===== src/rtl/mem_arbiter_if.sv =====
// Requester-side (CPU, DMA) and memory_bus-side signals of the two-port memory arbiter.
// The arbiter takes the slave view; the requesters and the memory model take the master view.
interface mem_arbiter_if;
  logic        cpu_req;
  logic        cpu_write;
  logic [15:0] cpu_address;
  logic [31:0] cpu_data_in;
  logic [3:0]  cpu_write_mask;
  logic [31:0] cpu_data_out;
  logic        cpu_ready;

  logic        dma_req;
  logic        dma_write;
  logic [15:0] dma_address;
  logic [31:0] dma_data_in;
  logic [3:0]  dma_write_mask;
  logic [31:0] dma_data_out;
  logic        dma_ready;

  logic [15:0] mem_address;
  logic [31:0] mem_write;
  logic [3:0]  mem_write_mask;
  logic [31:0] mem_read;
  logic        mem_bus_enable;
  logic        mem_write_enable;

  modport slave (
    input  cpu_req, cpu_write, cpu_address, cpu_data_in, cpu_write_mask,
    output cpu_data_out, cpu_ready,
    input  dma_req, dma_write, dma_address, dma_data_in, dma_write_mask,
    output dma_data_out, dma_ready,
    output mem_address, mem_write, mem_write_mask, mem_bus_enable, mem_write_enable,
    input  mem_read
  );

  modport master (
    output cpu_req, cpu_write, cpu_address, cpu_data_in, cpu_write_mask,
    input  cpu_data_out, cpu_ready,
    output dma_req, dma_write, dma_address, dma_data_in, dma_write_mask,
    input  dma_data_out, dma_ready,
    input  mem_address, mem_write, mem_write_mask, mem_bus_enable, mem_write_enable,
    output mem_read
  );
endinterface


===== src/rtl/mem_arbiter.sv =====
// CPU/DMA arbiter for memory_bus: one transaction per 3+LATENCY cycles, ready 2+LATENCY after request.
// Requesters hold req and fields until their one-cycle ready; requests are only sampled in IDLE.
module mem_arbiter #(
  parameter int LATENCY      = 1,
  parameter bit CPU_PRIORITY = 1'b0
) (
  input  logic         clk,
  input  logic         reset,
  mem_arbiter_if.slave bus,
  output logic         busy,
  output logic         grant
);
  typedef enum logic [1:0] {IDLE, ISSUE, WAIT, DONE} state_t;

  localparam logic [1:0] LAT_M1 = 2'(LATENCY - 1);

  state_t      state, state_nxt;
  logic [1:0]  cnt;
  logic        last_grant;
  logic        wr_lat;
  logic [15:0] addr_q;
  logic [31:0] wdat_q;
  logic [3:0]  mask_q;
  logic [31:0] cpu_dat_q, dma_dat_q;
  logic        any_req, pick_dma;
  logic        bus_en, wr_en, cpu_rdy, dma_rdy;

  // On a tie, round-robin hands the bus to the port that did not own it last.
  assign any_req  = bus.cpu_req | bus.dma_req;
  assign pick_dma = bus.dma_req & (~bus.cpu_req | (~CPU_PRIORITY & ~last_grant));

  always_ff @(posedge clk or negedge reset) begin
    if (!reset) state <= IDLE;
    else        state <= state_nxt;
  end

  always_comb begin
    state_nxt = state;
    bus_en    = 1'b0;
    wr_en     = 1'b0;
    cpu_rdy   = 1'b0;
    dma_rdy   = 1'b0;
    case (state)
      IDLE:  if (any_req) state_nxt = ISSUE;
      ISSUE: begin
        bus_en    = 1'b1;
        wr_en     = wr_lat;
        state_nxt = WAIT;
      end
      WAIT:  if (cnt == 2'd0) state_nxt = DONE;
      DONE: begin
        cpu_rdy   = ~grant;
        dma_rdy   = grant;
        state_nxt = IDLE;
      end
      default: state_nxt = IDLE;
    endcase
  end

  always_ff @(posedge clk or negedge reset) begin
    if (!reset) begin
      cnt        <= 2'd0;
      grant      <= 1'b0;
      last_grant <= 1'b1;
      wr_lat     <= 1'b0;
      addr_q     <= 16'd0;
      wdat_q     <= 32'd0;
      mask_q     <= 4'd0;
      cpu_dat_q  <= 32'd0;
      dma_dat_q  <= 32'd0;
    end else begin
      case (state)
        IDLE: if (any_req) begin
          grant      <= pick_dma;
          last_grant <= pick_dma;
          wr_lat     <= pick_dma ? bus.dma_write      : bus.cpu_write;
          addr_q     <= pick_dma ? bus.dma_address    : bus.cpu_address;
          wdat_q     <= pick_dma ? bus.dma_data_in    : bus.cpu_data_in;
          mask_q     <= pick_dma ? bus.dma_write_mask : bus.cpu_write_mask;
        end
        ISSUE: cnt <= LAT_M1;
        WAIT: begin
          if (cnt != 2'd0) cnt <= cnt - 2'd1;
          else if (!wr_lat) begin
            if (grant) dma_dat_q <= bus.mem_read;
            else       cpu_dat_q <= bus.mem_read;
          end
        end
        default: ;
      endcase
    end
  end

  assign bus.mem_address      = addr_q;
  assign bus.mem_write        = wdat_q;
  assign bus.mem_write_mask   = mask_q;
  assign bus.mem_bus_enable   = bus_en;
  assign bus.mem_write_enable = wr_en;
  assign bus.cpu_data_out     = cpu_dat_q;
  assign bus.dma_data_out     = dma_dat_q;
  assign bus.cpu_ready        = cpu_rdy;
  assign bus.dma_ready        = dma_rdy;
  assign busy                 = (state != IDLE);
endmodule


===== src/flat_wrapper.sv =====
// flat-port wrapper written by rule: the top's interface ports become plain ports
module mem_arbiter_flat 
#(
  parameter int LATENCY      = 1,
  parameter bit CPU_PRIORITY = 1'b0
)
  (clk, reset, busy, grant, bus_cpu_req, bus_cpu_write, bus_cpu_address, bus_cpu_data_in, bus_cpu_write_mask, bus_cpu_data_out, bus_cpu_ready, bus_dma_req, bus_dma_write, bus_dma_address, bus_dma_data_in, bus_dma_write_mask, bus_dma_data_out, bus_dma_ready, bus_mem_address, bus_mem_write, bus_mem_write_mask, bus_mem_bus_enable, bus_mem_write_enable, bus_mem_read);
  mem_arbiter_if bus_i ();
  input  logic clk;
  input  logic reset;
  output logic busy;
  output logic grant;
  input wire logic [$bits(bus_i.cpu_req)-1:0] bus_cpu_req;
  input wire logic [$bits(bus_i.cpu_write)-1:0] bus_cpu_write;
  input wire logic [$bits(bus_i.cpu_address)-1:0] bus_cpu_address;
  input wire logic [$bits(bus_i.cpu_data_in)-1:0] bus_cpu_data_in;
  input wire logic [$bits(bus_i.cpu_write_mask)-1:0] bus_cpu_write_mask;
  output wire logic [$bits(bus_i.cpu_data_out)-1:0] bus_cpu_data_out;
  output wire logic [$bits(bus_i.cpu_ready)-1:0] bus_cpu_ready;
  input wire logic [$bits(bus_i.dma_req)-1:0] bus_dma_req;
  input wire logic [$bits(bus_i.dma_write)-1:0] bus_dma_write;
  input wire logic [$bits(bus_i.dma_address)-1:0] bus_dma_address;
  input wire logic [$bits(bus_i.dma_data_in)-1:0] bus_dma_data_in;
  input wire logic [$bits(bus_i.dma_write_mask)-1:0] bus_dma_write_mask;
  output wire logic [$bits(bus_i.dma_data_out)-1:0] bus_dma_data_out;
  output wire logic [$bits(bus_i.dma_ready)-1:0] bus_dma_ready;
  output wire logic [$bits(bus_i.mem_address)-1:0] bus_mem_address;
  output wire logic [$bits(bus_i.mem_write)-1:0] bus_mem_write;
  output wire logic [$bits(bus_i.mem_write_mask)-1:0] bus_mem_write_mask;
  output wire logic [$bits(bus_i.mem_bus_enable)-1:0] bus_mem_bus_enable;
  output wire logic [$bits(bus_i.mem_write_enable)-1:0] bus_mem_write_enable;
  input wire logic [$bits(bus_i.mem_read)-1:0] bus_mem_read;
  assign bus_i.cpu_req = bus_cpu_req;
  assign bus_i.cpu_write = bus_cpu_write;
  assign bus_i.cpu_address = bus_cpu_address;
  assign bus_i.cpu_data_in = bus_cpu_data_in;
  assign bus_i.cpu_write_mask = bus_cpu_write_mask;
  assign bus_cpu_data_out = bus_i.cpu_data_out;
  assign bus_cpu_ready = bus_i.cpu_ready;
  assign bus_i.dma_req = bus_dma_req;
  assign bus_i.dma_write = bus_dma_write;
  assign bus_i.dma_address = bus_dma_address;
  assign bus_i.dma_data_in = bus_dma_data_in;
  assign bus_i.dma_write_mask = bus_dma_write_mask;
  assign bus_dma_data_out = bus_i.dma_data_out;
  assign bus_dma_ready = bus_i.dma_ready;
  assign bus_mem_address = bus_i.mem_address;
  assign bus_mem_write = bus_i.mem_write;
  assign bus_mem_write_mask = bus_i.mem_write_mask;
  assign bus_mem_bus_enable = bus_i.mem_bus_enable;
  assign bus_mem_write_enable = bus_i.mem_write_enable;
  assign bus_i.mem_read = bus_mem_read;
  mem_arbiter #(.LATENCY(LATENCY), .CPU_PRIORITY(CPU_PRIORITY)) u_core (.clk(clk), .reset(reset), .bus(bus_i), .busy(busy), .grant(grant));
endmodule

===== config.mk =====
export PLATFORM = sky130hd
export DESIGN_NAME = mem_arbiter_flat
export DESIGN_NICKNAME = d
export VERILOG_FILES = /design/src/rtl/mem_arbiter_if.sv /design/src/rtl/mem_arbiter.sv /design/src/flat_wrapper.sv
export SDC_FILE = /design/constraint.sdc
export NUM_CORES = 1
export LEC_CHECK = 0
export BUFFER_PORTS_ARGS = -buffer_cell sky130_fd_sc_hd__buf_2
export CAP_MARGIN = 20
export CORE_AREA = 2 2 125 127
export DETAILED_ROUTE_END_ITERATION = 7
export DIE_AREA = 0 0 127 129
export SLEW_MARGIN = 40
export SYNTH_ARGS = -nofsm -noshare
export SYNTH_HDL_FRONTEND = slang
export SYNTH_SLANG_ARGS = --single-unit

===== constraint.sdc =====
create_clock -name clk -period 1.8 [get_ports clk]
set_input_delay 0.18 -clock clk [delete_from_list [all_inputs] [get_ports clk]]
set_output_delay 0.18 -clock clk [all_outputs]
set_load 0.1 [all_outputs]

==> results.sh <==
export IMPL_status="complete, no violations"
export IMPL_dieWidth_microns=127
export IMPL_min_from="bus_cpu_data_in[16]"
export IMPL_ys_ff_latch=123
export IMPL_ff2ff_path_depth=6
export IMPL_path_class="flop to flop"
export IMPL_die_area_sq_mm=0.01638
export IMPL_cts_buffers=17
export IMPL_use_met2_pct=32.13
export IMPL_netlist_top_cells_count="dfrtp_1 (122), a21oi_1 (107), mux2_2 (62)"
export IMPL_fin_skew_ns=0.01426
export IMPL_start_kind="flop"
export IMPL_cts_tree="yes"
export IMPL_fin_tns_setup_ns=0
export IMPL_synth_largest_area_cell="dfrtp_1"
export IMPL_hold_violations=0
export IMPL_maxCapViolCount=0
export IMPL_synth_area_leaders="dfrtp_1 (59%), mux2_2 (13%), a21oi_1 (10%)"
export IMPL_wl_microns=15920
export IMPL_start_util_pct=34.74
export IMPL_io_buffers=263
export IMPL_ys_types=26
export IMPL_cp_startpoint="u_core.state[0]$_DFFE_PN0P_"
export IMPL_drtIter0Drc=163
export IMPL_htreeDepth=4
export IMPL_n_antenna_cell=0
export IMPL_post_route_min_period_ns=1.730
export IMPL_synth_edff_count=0
export IMPL_drt_vias_per_instance=4.829
export IMPL_postPlaceCellArea_sq_mm=0.006849
export IMPL_drtAntennaViolNets=0
export IMPL_critical_path_endpoint="u_core.bus.cpu_data_out[8]$_DFFE_PN0P_"
export IMPL_grt_pass1_vias=4870
export IMPL_slew_headroom_pct=59.56
export IMPL_num_io_pins=264
export IMPL_drc=0
export IMPL_synthArstFlopShare_pct=100.0
export IMPL_rr_endpoint="u_core.bus.cpu_data_out[8]$_DFFE_PN0P_"
export IMPL_grt_first_pass_wirelength_microns=24630
export IMPL_required_ns=2.09
export IMPL_yosysSeqAreaShare_pct=59.19
export IMPL_clk_pin_slew_ns=0.06
export IMPL_grt_max_degree=55
export IMPL_worst_hold_path_num_cells=3
export IMPL_stdcell_area_sq_mm=0.007961
export IMPL_period_share_pct=96.14
export IMPL_clkLatencyLatePin_ns=0.41
export IMPL_grtUsageTotal_pct=19.13
export IMPL_grt_use_met3_pct=5.821
export IMPL_critPathArrivalTime_ns=2.02
export IMPL_synth_top_cell_area_share_pct=58.68
export IMPL_top_usage_layer="met2"
export IMPL_chipHeight_microns=129
export IMPL_netlist_instances=466
export IMPL_dr_pass1_iters=5
export IMPL_worstPathMaxFanout=16
export IMPL_end_kind="flop"
export IMPL_vias=4737
export IMPL_syn_nets=616
export IMPL_std_cell_rows=45
export IMPL_max_freq_mhz=577.9
export IMPL_r2r_start="u_core.state[0]$_DFFE_PN0P_"
export IMPL_gp_congestion=0.7735
export IMPL_dp_hpwl_microns=10840
export IMPL_core_area_sq_mm=0.01498
export IMPL_synth_cell_area_sq_mm=0.005202
export IMPL_gr_total_overflow=0
export IMPL_slew_viol_final=0
export IMPL_finalSetupViolCount=0
export IMPL_worstMarginPinSlew_ns=0.6043
export IMPL_reg2reg_slack_ns=0.07
export IMPL_synth_area_per_cell_sq_um=11.16
export IMPL_layout_nets=930
export IMPL_wl_per_cell_microns=16.23
export IMPL_cts_root_buf="clkbuf_16"
export IMPL_grt_use_met1_pct=23.68
export IMPL_cts_sinks=123
export IMPL_synth_most_common_cell="dfrtp_1"
export IMPL_hp_class="primary input to flop"
export IMPL_cts_buffer_depth=2
export IMPL_synth_flop_cell="dfrtp_1"
export IMPL_drive_above_1_share_pct=49.18
export IMPL_ys_warn_count=0
export IMPL_grt_antenna_before_repair=0
export IMPL_fillers=1298
export IMPL_synthToLayoutAreaGrowth_pct=53.03
==> cell type report <==
| type | count | area, sq um | area share, % |
|---|---|---|---|
| flip-flops and latches | 123 | 3080 | 38.69 |
| repair buffers | 325 | 2064 | 25.93 |
| multi-input cells | 307 | 1978 | 24.85 |
| clock buffers | 18 | 429.2 | 5.391 |
| well taps | 188 | 235.2 | 2.955 |
| clock inverters | 14 | 147.6 | 1.854 |
| inverters | 6 | 26.28 | 0.3300 |
==> worst min-delay path by stage <==
stage	end	slack, ns
floorplan	u_core.bus.cpu_data_out[0]$_DFFE_PN0P_	-0.12
global placement	u_core.bus.dma_data_out[7]$_DFFE_PN0P_	0.17
detailed placement	u_core.bus.cpu_data_out[0]$_DFFE_PN0P_	0.17
CTS	u_core.bus.dma_data_out[23]$_DFFE_PN0P_	0.0002
global route	u_core.bus.cpu_data_out[12]$_DFFE_PN0P_	0.002
finish	u_core.bus.mem_write[16]$_DFFE_PN0P_	0.01
==> logic make-up after synthesis <==
| kind of cell | count (synthesis) | synth area share, % |
|---|---|---|
| fa+ha+maj | 8 | 1.924 |
| buf+inv | 36 | 3.680 |
| flops | 123 | 59.19 |
| simple gates | 116 | 8.826 |
| compound gates | 115 | 11.66 |
| mux | 68 | 14.72 |
==> worst max-delay path: stages, from the launching register on <==
cell	delay [ns]
dfrtp_1	0.41
inv_2	0.11
ha_2	0.20
nor4bb_4	0.20
buf_6	0.17
buf_12	0.16
mux2_2	0.35
==> placed cells by master (no fill, tap or decap), types with 4 or more instances in the layout <==
cell type and count:
nor2_1 54, ha_1 5, dfrtp_1 121, mux2_2 62, clkbuf_16 18, a21oi_1 107
inv_2 4, buf_2 257, nand2_1 55, buf_12 10, dlygate4sd3_1 47, buf_4 7
clkinvlp_4 6
==> routing by layer <==
layer	share of wire [%]	wire length, microns
met1	42	6622
met5	0	0
met2	49	7826
met3	8.3	1314
met4	0.99	158
==> state kept, by name (all words and copies together), names as in the netlist <==
| name | flops |
|---|---|
| u_core.bus.mem_write_mask | 4 |
| u_core.bus.mem_address | 16 |
| u_core.wr_lat | 1 |
| u_core.cnt | 2 |
| u_core.bus.cpu_data_out | 32 |
| u_core.grant | 1 |
| u_core.bus.mem_write | 32 |
| u_core.bus.dma_data_out | 32 |
| u_core.state | 2 |
| u_core.last_grant | 1 |
==> metrics by stage <==
stage	utilization (%)	instances	hold slack [ns]	setup WS, ns
2_1_floorplan	-	466	-0.1156	-0.2421
3_3_place_gp	45.73	898	0.1656	0.08752
3_5_place_dp	45.73	898	0.1683	0.03878
4_1_cts	52.76	977	0.0001554	0.002811
5_1_grt	53.16	981	0.002329	-0.004793
6_report	53.16	981	0.01427	0.06954
==> repair_timing <==
item                                    CTS  global route
hold buffers                             47             0
setup buffers                             0             2
resized for setup                         2             5
hold endpoints to repair                 76             0
endpoints found under the setup margin    2            33
gates cloned                              0             2
Power is left out: the tool's default activity adds up to more than one toggle a clock period on the data nets, which glitch-free logic cannot reach.
